--- config.mk ---
export PLATFORM = sky130hd
export DESIGN_NAME = sync_fifo_prog
export DESIGN_NICKNAME = d
export VERILOG_FILES = /design/src/rtl/sync_fifo_prog.sv
export SDC_FILE = /design/constraint.sdc
export NUM_CORES = 1
export LEC_CHECK = 0
export CORE_MARGIN = 10
export CORE_UTILIZATION = 38
export CTS_CLUSTER_DIAMETER = 80
export DETAILED_ROUTE_END_ITERATION = 8
export SETUP_SLACK_MARGIN = 0.3
export SYNTH_ARGS = -nofsm -noshare
export SYNTH_HDL_FRONTEND = slang
export SYNTH_SLANG_ARGS = --single-unit
--- constraint.sdc ---
create_clock -name clk -period 5.8 [get_ports clk]
set_clock_uncertainty 0.1 [all_clocks]
set_input_delay 0.58 -clock clk [delete_from_list [all_inputs] [get_ports clk]]
set_output_delay 0.58 -clock clk [all_outputs]
set_load 0.01 [all_outputs]
--- src/rtl/sync_fifo_prog.sv ---
// Parametrised single-clock FIFO with selectable registered-read or first-word-fall-through
// output, programmable almost-full/almost-empty thresholds and sticky overflow/underflow flags.
module sync_fifo_prog #(
  parameter int DATA_W   = 8,
  parameter int DEPTH    = 16,
  parameter int ADDR_W   = 4,
  parameter int FWFT     = 0,
  parameter int AF_LEVEL = 14,
  parameter int AE_LEVEL = 2
) (
  input  logic              clk,
  input  logic              rst,
  input  logic              push,
  input  logic              pop,
  input  logic [DATA_W-1:0] data_in,
  input  logic              clr_err,
  output logic [DATA_W-1:0] data_out,
  output logic              data_valid,
  output logic              full,
  output logic              empty,
  output logic              almost_full,
  output logic              almost_empty,
  output logic              overflow,
  output logic              underflow,
  output logic [ADDR_W:0]   count
);

  localparam logic [ADDR_W:0] DEPTH_CNT = (ADDR_W+1)'(DEPTH);
  localparam logic [ADDR_W:0] AF_CNT    = (ADDR_W+1)'(AF_LEVEL);
  localparam logic [ADDR_W:0] AE_CNT    = (ADDR_W+1)'(AE_LEVEL);

  logic [DATA_W-1:0] mem [DEPTH];
  logic [ADDR_W-1:0] wr_ptr;
  logic [ADDR_W-1:0] rd_ptr;
  logic [DATA_W-1:0] std_data;
  logic              std_valid;
  logic              rd_ok;
  logic              wr_ok;

  // Accept decisions and status flags, all from pre-edge state
  always_comb begin
    full         = (count == DEPTH_CNT);
    empty        = (count == {(ADDR_W+1){1'b0}});
    almost_full  = (count >= AF_CNT);
    almost_empty = (count <= AE_CNT);
    rd_ok        = pop && !empty;
    // A full FIFO still takes a push when the same cycle frees a slot
    wr_ok        = push && (!full || pop);
  end

  // Storage array; deliberately not cleared by reset
  always_ff @(posedge clk) begin
    if (wr_ok && !rst) begin
      mem[wr_ptr] <= data_in;
    end
  end

  // Pointers and occupancy
  always_ff @(posedge clk) begin
    if (rst) begin
      wr_ptr <= {ADDR_W{1'b0}};
      rd_ptr <= {ADDR_W{1'b0}};
      count  <= {(ADDR_W+1){1'b0}};
    end else begin
      if (wr_ok) begin
        wr_ptr <= wr_ptr + ADDR_W'(1);
      end
      if (rd_ok) begin
        rd_ptr <= rd_ptr + ADDR_W'(1);
      end
      if (wr_ok && !rd_ok) begin
        count <= count + (ADDR_W+1)'(1);
      end else if (rd_ok && !wr_ok) begin
        count <= count - (ADDR_W+1)'(1);
      end
    end
  end

  // Registered read path used in standard mode
  always_ff @(posedge clk) begin
    if (rst) begin
      std_data  <= {DATA_W{1'b0}};
      std_valid <= 1'b0;
    end else begin
      std_valid <= rd_ok;
      if (rd_ok) begin
        std_data <= mem[rd_ptr];
      end
    end
  end

  // Sticky error flags; a fresh error wins over a concurrent clear
  always_ff @(posedge clk) begin
    if (rst) begin
      overflow  <= 1'b0;
      underflow <= 1'b0;
    end else begin
      if (push && full && !pop) begin
        overflow <= 1'b1;
      end else if (clr_err) begin
        overflow <= 1'b0;
      end
      if (pop && empty) begin
        underflow <= 1'b1;
      end else if (clr_err) begin
        underflow <= 1'b0;
      end
    end
  end

  // Output mode selection
  always_comb begin
    data_out   = std_data;
    data_valid = std_valid;
    if (FWFT != 0) begin
      data_valid = !empty;
      if (empty) begin
        data_out = {DATA_W{1'b0}};
      end else begin
        data_out = mem[rd_ptr];
      end
    end else begin
      data_out   = std_data;
      data_valid = std_valid;
    end
  end

endmodule
==> results.txt, run 1 <==
- The pre-antenna-repair detailed-routing pass consisted of 5 iterations.
* TritonCTS clock tree: built
- In this run the horizontal extent of the chip is 147 um.
- Run status: finished, final reports clean
- Row generation in the floorplan step produced 46 rows.
* Count of buffers added by post-CTS timing repair for setup: 0
- The detailed router finished its first iteration with 261 violations.
- The startpoint identified for the worst hold timing path is data_out[2]$_SDFFE_PP0P_.
* I/O pin count: 33
- Overflow left after global routing: 0
- Filler cells: 1,396
- CP most frequent cell: sky130_fd_sc_hd__inv_1
* Sum of net half-perimeters after detailed placement: 8.51 mm
- In this run the worst path has a maximum fanout of 19.
* Area growth from synthesis to layout: 17.6%
* Worst-Skew Late Latency: 420 ps
* Adder and majority cell fraction of the synthesized area: 2.16%
- Wire segments on met2 add up to 6.50 mm in the final route.
- Slowest cell on crit path: sky130_fd_sc_hd__or4_1
* Clock buffers created by TritonCTS: 17
* Fraction of the yosys area taken by sequential cells: 70.3%
* Syn_area_per_cell: 15.2 um^2
* DRT antenna net count: 0
- Number of maximum-capacitance constraint violations: 0
- Final-report setup violation count: 0
- Setup repair after global routing missed its margin: false
* Wire length on met3: 743 um
- Post-Route M1 WL: 5.44 mm
- The largest single stage delay on the critical path is 710 ps.
- Fraction of layout cells with a size suffix above 1: 9.87%
* Clock tree sinks: 152
- Total of hold buffers inserted after clock tree synthesis: 0
* Required time of the critical path: 6010 ps
- After synthesis the cells add up to 0.00615 mm^2.
- After Yosys synthesis, XOR and XNOR cells account for 1.28% of the synthesized area.
* Top metal layer carrying routed signals: met4
- Path type of the worst min-delay path: flip-flop to flip-flop
- Entering global routing, the biggest net connects 67 pins.
* Arrival time reported for the critical path endpoint: 3940 ps
- For this run, design rule violations remaining after detail routing come to 0.
- The path with the worst hold slack has its endpoint at data_out[2]$_SDFFE_PP0P_.
- Worst hold path cell count: 2
* Register-to-Register Path Depth: 10
- Cell Pwr Density: 408 mW/mm^2
- R2R Setup Slk: 2070 ps
* Max transition margin: 20.1%
- Once the floorplan was initialized, standard cells occupied 38.7% of the core.
* Final WL: 12.9 mm
* Placer Congestion: 0.813
* Capture instance of the worst register-to-register path: count[4]$_SDFFE_PP0P_
* Count of nets after finishing: 456
* Root buffer cell: sky130_fd_sc_hd__clkbuf_16
- Total power for the finished layout comes to 2.95 mW.
* Height of the die: 147 um
* Via density: 5.10
* Cell chain of the critical path: or4_1 -> o21a_1 -> inv_1 -> ha_1 -> inv_1 -> fa_1 -> a21o_1 -> a21oi_1 -> mux2i_1 -> mux2_2
- The final-report hold violation count was 0.
- After detailed routing, the average wire length per cell comes to 19.5 um.
* Area of the die: 0.0217 mm^2
- At the pin with the least slew margin, the transition time is 1200 ps.
- Synthesis produced a netlist whose cell count is 404.
- The count of final max-slew check failures was 0.
- The worst register-to-register path begins at count[0]$_SDFFE_PP0P_.
- Number of port buffers: 32
- Resized cells post-CTS: 0
- Overall Global Routing Usage: 12.3%
- Main combinational cell family by area after synthesis: multiplexers
- Clock-pin slew was measured on the worst setup and hold paths at 60 ps.
- 0 antenna diodes ended up in the layout.
* Number of global-route vias before repair: 3,438
- Adding up every negative setup slack in the final design gives 0 ps.
- Peak supply drop: 195 uV
- The Yosys step of the flow raised 0 warnings.
* Type of origin of the critical path: flip-flop
- The worst path uses 64.3% of the clock period.
- The H-tree was split into 4 levels.
- Portion of netlist area occupied by mux cells: 11.1%
* Crit. End Element: flip-flop
* Synthesized-area fraction occupied by and/or/nand/nor cells: 6.21%
- The synthesized netlist devotes 6.70% of its cell area to compound gates.
- In this run the standard cell core region covers 0.0159 mm^2.
* Yosys reg bits: 152
* Net count after synthesis: 427
- Number of distinct library cells after synthesis: 35
- Number of buffers on the longest clock path: 2
* Static Leakage: 2.25 nW
* Number of antenna violations at the first check in global routing: 0
* Worst setup path category: flip-flop to flip-flop
* Maximum operating frequency: 268 MHz
- The first global-routing pass estimated 20.2 mm of wire.
* Final critical delay including setup and external delays: 3730 ps
- Vias after detailed routing: 3,375
-- registers in the layout, indices dropped and copies added, names as in the netlist --
name,cells
count,5
data_out,8
data_valid,1
mem,128
overflow,1
rd_ptr,4
underflow,1
wr_ptr,4
-- worst max-delay path: cells and delay by family, from the launching register on --
family	cells	cell delay [ps]
AO/OA/AOI/OAI	3	920
AND/OR/NAND/NOR	1	710
adder cells (fa/ha/maj)	2	620
multiplexers	2	570
flip-flops	1	370
buffers and inverters	2	340
-- stage by stage --
stage | setup WS [ps] | area (um^2) | utilization [%] | std cells | hold slack, ps
global placement | 2030 | 6630 | 41.7 | 630 | 435
floorplan | 2620 | 6150 | - | 404 | 428
global route | 1870 | 7230 | 45.5 | 662 | 474
finish | 2070 | 7230 | 45.5 | 662 | 441
detailed placement | 1920 | 6630 | 41.7 | 630 | 435
CTS | 2060 | 7230 | 45.5 | 662 | 443
-- where the power goes --
group | switching, mW | internal, mW
Combinational | 0.289 | 0.238
Clock | 0.439 | 0.677
Sequential | 0.0670 | 1.24
Total | 0.795 | 2.16
-- Yosys cell counts --
master	count	area, um^2
sky130_fd_sc_hd__edfxtp_1	128	3840
sky130_fd_sc_hd__mux2i_1	67	671
sky130_fd_sc_hd__nor2_1	47	176
sky130_fd_sc_hd__o22ai_1	32	200
sky130_fd_sc_hd__dfxtp_1	24	480
sky130_fd_sc_hd__buf_2	10	50.1
sky130_fd_sc_hd__ha_1	9	113
sky130_fd_sc_hd__a211oi_2	8	100
sky130_fd_sc_hd__clkbuf_1	8	30.0
sky130_fd_sc_hd__nand2_1	8	30.0
sky130_fd_sc_hd__nor4_1	8	50.1
sky130_fd_sc_hd__a21oi_1	6	30.0
sky130_fd_sc_hd__xor2_1	6	52.6
sky130_fd_sc_hd__inv_1	5	18.8
sky130_fd_sc_hd__nand3b_1	5	37.5
sky130_fd_sc_hd__buf_1	3	11.3
sky130_fd_sc_hd__o211ai_1	3	22.5
sky130_fd_sc_hd__xnor2_1	3	26.3
sky130_fd_sc_hd__a21o_1	2	15.0
sky130_fd_sc_hd__and3_1	2	12.5
sky130_fd_sc_hd__nand3_1	2	10.0
sky130_fd_sc_hd__nor2b_1	2	12.5
sky130_fd_sc_hd__o21a_1	2	15.0
sky130_fd_sc_hd__or3_1	2	12.5
sky130_fd_sc_hd__or3b_2	2	17.5
sky130_fd_sc_hd__a2111oi_0	1	8.76
sky130_fd_sc_hd__buf_6	1	11.3
sky130_fd_sc_hd__buf_8	1	15.0
sky130_fd_sc_hd__fa_1	1	20.0
sky130_fd_sc_hd__mux2_2	1	11.3
sky130_fd_sc_hd__nand2b_1	1	6.26
sky130_fd_sc_hd__o211ai_2	1	12.5
sky130_fd_sc_hd__o31ai_1	1	7.51
sky130_fd_sc_hd__or3b_1	1	8.76
sky130_fd_sc_hd__or4_1	1	7.51
-- logic make-up after synthesis --
group	after synthesis
AND/OR/NAND/NOR	81
flip-flops	152
AO/OA/AOI/OAI	56
multiplexers	68
buffers and inverters	28
adder cells (fa/ha/maj)	10
XOR/XNOR	9
-- routing by layer --
| metal | global-route usage, % | vias up |
|---|---|---|
| li1 | - | 1608 |
| met1 | 15.1 | 1671 |
| met2 | 19.8 | 82 |
| met3 | 3.41 | 14 |
| met4 | 5.35 | 0 |
| met5 | 0 | - |
-- area by class of cell --
class	instances	area, um^2	area share [%]
sequential	152	4330	59.8
timing repair buffer	33	328	4.53
clock inverter	15	175	2.42
clock buffer	17	425	5.88
inverter	5	18.8	0.260
multi-input combinational	224	1690	23.3
tap	216	270	3.74
-- layout by cell type, fill, tap and decap left out, types with 3 or more instances in the layout --
| cell type | count |
|---|---|
| sky130_fd_sc_hd__clkdlybuf4s50_1 | 32 |
| sky130_fd_sc_hd__o211ai_1 | 3 |
| sky130_fd_sc_hd__nor4_1 | 8 |
| sky130_fd_sc_hd__a211oi_2 | 8 |
| sky130_fd_sc_hd__nor2_1 | 47 |
| sky130_fd_sc_hd__inv_1 | 5 |
| sky130_fd_sc_hd__o22ai_1 | 32 |
| sky130_fd_sc_hd__clkinvlp_4 | 4 |
| sky130_fd_sc_hd__clkbuf_16 | 17 |
| sky130_fd_sc_hd__xor2_1 | 6 |
| sky130_fd_sc_hd__dfxtp_1 | 23 |
| sky130_fd_sc_hd__nand2_1 | 8 |
| sky130_fd_sc_hd__ha_1 | 9 |
| sky130_fd_sc_hd__xnor2_1 | 3 |
| sky130_fd_sc_hd__bufinv_16 | 3 |
| sky130_fd_sc_hd__edfxtp_1 | 128 |
| sky130_fd_sc_hd__mux2i_1 | 67 |
| sky130_fd_sc_hd__nand3b_1 | 5 |
| sky130_fd_sc_hd__a21oi_1 | 6 |
-- worst max path at each step --
stage                            endpoint  cells past startpoint  slack (ps)                  start
floorplan           count[4]$_SDFFE_PP0P_                     12        2620  count[0]$_SDFFE_PP0P_
CTS                 count[4]$_SDFFE_PP0P_                     10        2060  count[0]$_SDFFE_PP0P_
global route        count[4]$_SDFFE_PP0P_                     10        1870  count[0]$_SDFFE_PP0P_
detailed placement  count[4]$_SDFFE_PP0P_                     10        1920                    pop
global placement    count[4]$_SDFFE_PP0P_                     10        2030                    pop
finish              count[4]$_SDFFE_PP0P_                     10        2070  count[0]$_SDFFE_PP0P_
No activity file was read; power rests on OpenSTA's default activity.
==> run 2, diff against run 1 <==
- clock period: 5.8 -> 3.5 ns (I/O delays scaled with it)
==> results.txt, run 2 (synthesized netlist as in run 1, its figures left out) <==
- At the pin with the least slew margin, the transition time is 814 ps.
- Detailed placement ended at an HPWL of 8.56 mm.
- Final max-slew violation count: 0
* Overall Global Routing Usage: 12.3%
- Data on the critical path is required at its endpoint by 3720 ps.
- The register with the most flip-flops in the final layout is mem.
* Final-report setup violation count: 0
* Final critical delay including setup and external delays: 3050 ps
- Setup repair after global routing left no endpoint under its margin.
- The filler cells instantiated in the layout total 1,436.
- In the routed design, unresolved DRC markers number 0.
- After global routing the overflow that remains totals 0.
- The worst-case IR drop observed on VDD is 320 uV.
- The worst setup path is launched from a flip-flop.
- The worst setup path is of the flip-flop to flip-flop kind.
- For this configuration, the core starts out at a cell density of 38.7%.
* Commonest cells after routing, fill and taps aside: sky130_fd_sc_hd__edfxtp_1, sky130_fd_sc_hd__mux2i_1, sky130_fd_sc_hd__nor2_1
* Category of cells accounting for the largest share of critical-path delay: compound AO/OA/AOI/OAI gates
- Die W: 147 um
- The slowest stage of the critical path is the sky130_fd_sc_hd__or4_4 cell.
* Static Leakage: 2.34 nW
* Path type of the worst min-delay path: flip-flop to flip-flop
- Wire length of the first global-routing pass: 20.0 mm
* Critical path buffer and inverter count: 1
* Placeable core area: 0.0159 mm^2
* Total of hold buffers inserted after clock tree synthesis: 0
- Final core occ: 46.4%
- Routability-driven placement finished with a final weighted congestion of 0.789.
- The die covers 0.0217 mm^2.
- Largest fanout on the critical path: 7
- Starting DRT DRC Count: 245
- Max-cap violations in this run came to 0.
- Number of buffers on the longest clock path: 2
- Fraction of layout cells with a size suffix above 1: 13.3%
- Hold Vio Cnt, Final: 0
- Number of port buffers: 32
- The via count of the first global-routing pass was 3,473.
* Cell Pwr Density: 676 mW/mm^2
- Entering global routing, the biggest net connects 37 pins.
- After detailed routing, the wire length on met1 is 5.54 mm.
- Total instance count after detailed placement: 641
- At the later pin of the worst-skew pair, clock insertion delay measures 440 ps.
- Number of non-filler instances in the completed layout: 675
- Before antenna repair, the detailed router went through 4 iterations.
- Via density: 5.03
- Leaving out fill and tap cells, the most frequent cell in the layout is sky130_fd_sc_hd__edfxtp_1.
- For the worst setup path, the data arrival time is 3270 ps.
- Walking the worst path, the cells encountered are or4_4 -> o21a_1 -> ha_1 -> inv_1 -> ha_1 -> a21o_1 -> a21oi_1 -> mux2i_1 -> mux2_2.
* Top metal layer carrying routed signals: met4
* Number of H-tree levels: 4
- Post-DP Area: 0.00673 mm^2
* Final cell area excluding filler cells: 0.00737 mm^2
- Height of the die: 147 um
- Area growth from synthesis to layout: 19.9%
- The tree is rooted in a sky130_fd_sc_hd__clkbuf_16.
- Routed length on met2: 6.64 mm
- After floorplanning, the core was divided into 46 placement rows.
- The flow ran to the end, and the final reports show no timing, DRC or antenna violations.
* Clock tree sinks: 152
* Wire length on met3: 629 um
* Clock buffers created by TritonCTS: 17
* I/O pin count: 33
- CP most frequent cell: sky130_fd_sc_hd__ha_1
- Across the whole layout, storage elements account for 0.00433 mm^2.
- The count of nets left with antenna violations once routing finished came out at 0.
- Total negative setup slack: 0 ps
- The final layout contains 469 nets.
* Final WL: 13.0 mm
* TritonCTS clock tree: built
- Area used by multi-input combinational logic: 0.00169 mm^2
* Number of antenna violations at the first check in global routing: 0
- The worst setup path is captured at a flip-flop.
- Delay of the slowest cell on the worst path: 600 ps
- Final Cycle Share: 87.2%
* Vias after detailed routing: 3,392
- The register with the most flip-flops in the layout has 128 of them.
- For this run, the top clock speed supported by timing is 328 MHz.
- Dividing the detail-routed wire length by the instance count gives 19.2 um.
- Clock-pin slew of the registers on the worst-case setup and hold paths: 70 ps
- The repair_antennas step left the layout with diodes totalling 0.
- Max transition margin: 45.6%
==> run 2: cell count changes in the layout (fill, tap and decap cells not counted), moves of 2 or more <==
cell,delta
sky130_fd_sc_hd__clkinv_4,+5
sky130_fd_sc_hd__buf_4,+12
sky130_fd_sc_hd__clkinv_2,-2
sky130_fd_sc_hd__clkinvlp_4,-3
==> run 2: stage by stage <==
| step | total power, mW | hold slack [ps] | setup slack [ps] |
|---|---|---|---|
| finish | 4.98 | 438 | 448 |
| global route | 5.19 | 463 | 324 |
| CTS | 5.01 | 437 | 340 |
| detailed placement | 3.11 | 428 | 217 |
| global placement | 3.09 | 421 | 312 |
| floorplan | 2.74 | 349 | 318 |
==> run 2: cell type report <==
type                       instances  area share (%)
sequential                       152            58.8
multi-input combinational        224            23.0
timing repair buffer              46            5.94
clock buffer                      17            5.77
tap                              216            3.67
clock inverter                    15            2.63
inverter                           5           0.255
==> run 2: worst register-to-register path, stage by stage (launching register included) <==
cell and delay (ps):
sky130_fd_sc_hd__dfxtp_1 360, sky130_fd_sc_hd__or4_4 600, sky130_fd_sc_hd__o21a_1 290, sky130_fd_sc_hd__ha_1 230, sky130_fd_sc_hd__inv_1 170, sky130_fd_sc_hd__ha_1 310, sky130_fd_sc_hd__a21o_1 170, sky130_fd_sc_hd__a21oi_1 170
sky130_fd_sc_hd__mux2i_1 210, sky130_fd_sc_hd__mux2_2 340
==> run 2: report_power, final <==
part           leakage (nW)  internal (mW)  switching, mW  total [mW]
sequential             1.35           2.06          0.103        2.16
combinational         0.685          0.430          0.502       0.932
clock                 0.299           1.14          0.753        1.89
==> run 2: path summary, 6_finish.rpt <==
check                           startpoint                       end  slack [ps]  depth (start not counted)
setup / recovery     count[3]$_SDFFE_PP0P_     count[4]$_SDFFE_PP0P_         450                          9
hold / removal    data_out[2]$_SDFFE_PP0P_  data_out[2]$_SDFFE_PP0P_         440                          2
setup reg to reg     count[3]$_SDFFE_PP0P_     count[4]$_SDFFE_PP0P_         450                          9
hold reg to reg   data_out[2]$_SDFFE_PP0P_  data_out[2]$_SDFFE_PP0P_         440                          2
==> run 2: per-layer routing <==
metal,vias up,global-route usage (%)
met3,13,4.15
met1,1686,14.3
met5,-,0
li1,1635,-
met2,58,20.5
met4,0,5.05
==> run 2: timing repair <==
action	CTS	global route
buffers inserted	0	2
resized for setup	1	2
setup endpoints to repair	1	1
pin swaps	0	1
==> run 3, diff against run 2 <==
- CTS_BUF_LIST: not set -> sky130_fd_sc_hd__clkbuf_4 sky130_fd_sc_hd__clkbuf_8 sky130_fd_sc_hd__clkbuf_16
- GPL_ROUTABILITY_DRIVEN: not set -> 0
==> results of run 3 <==
Final layout, timing and power as in run 2 (identical DEF).
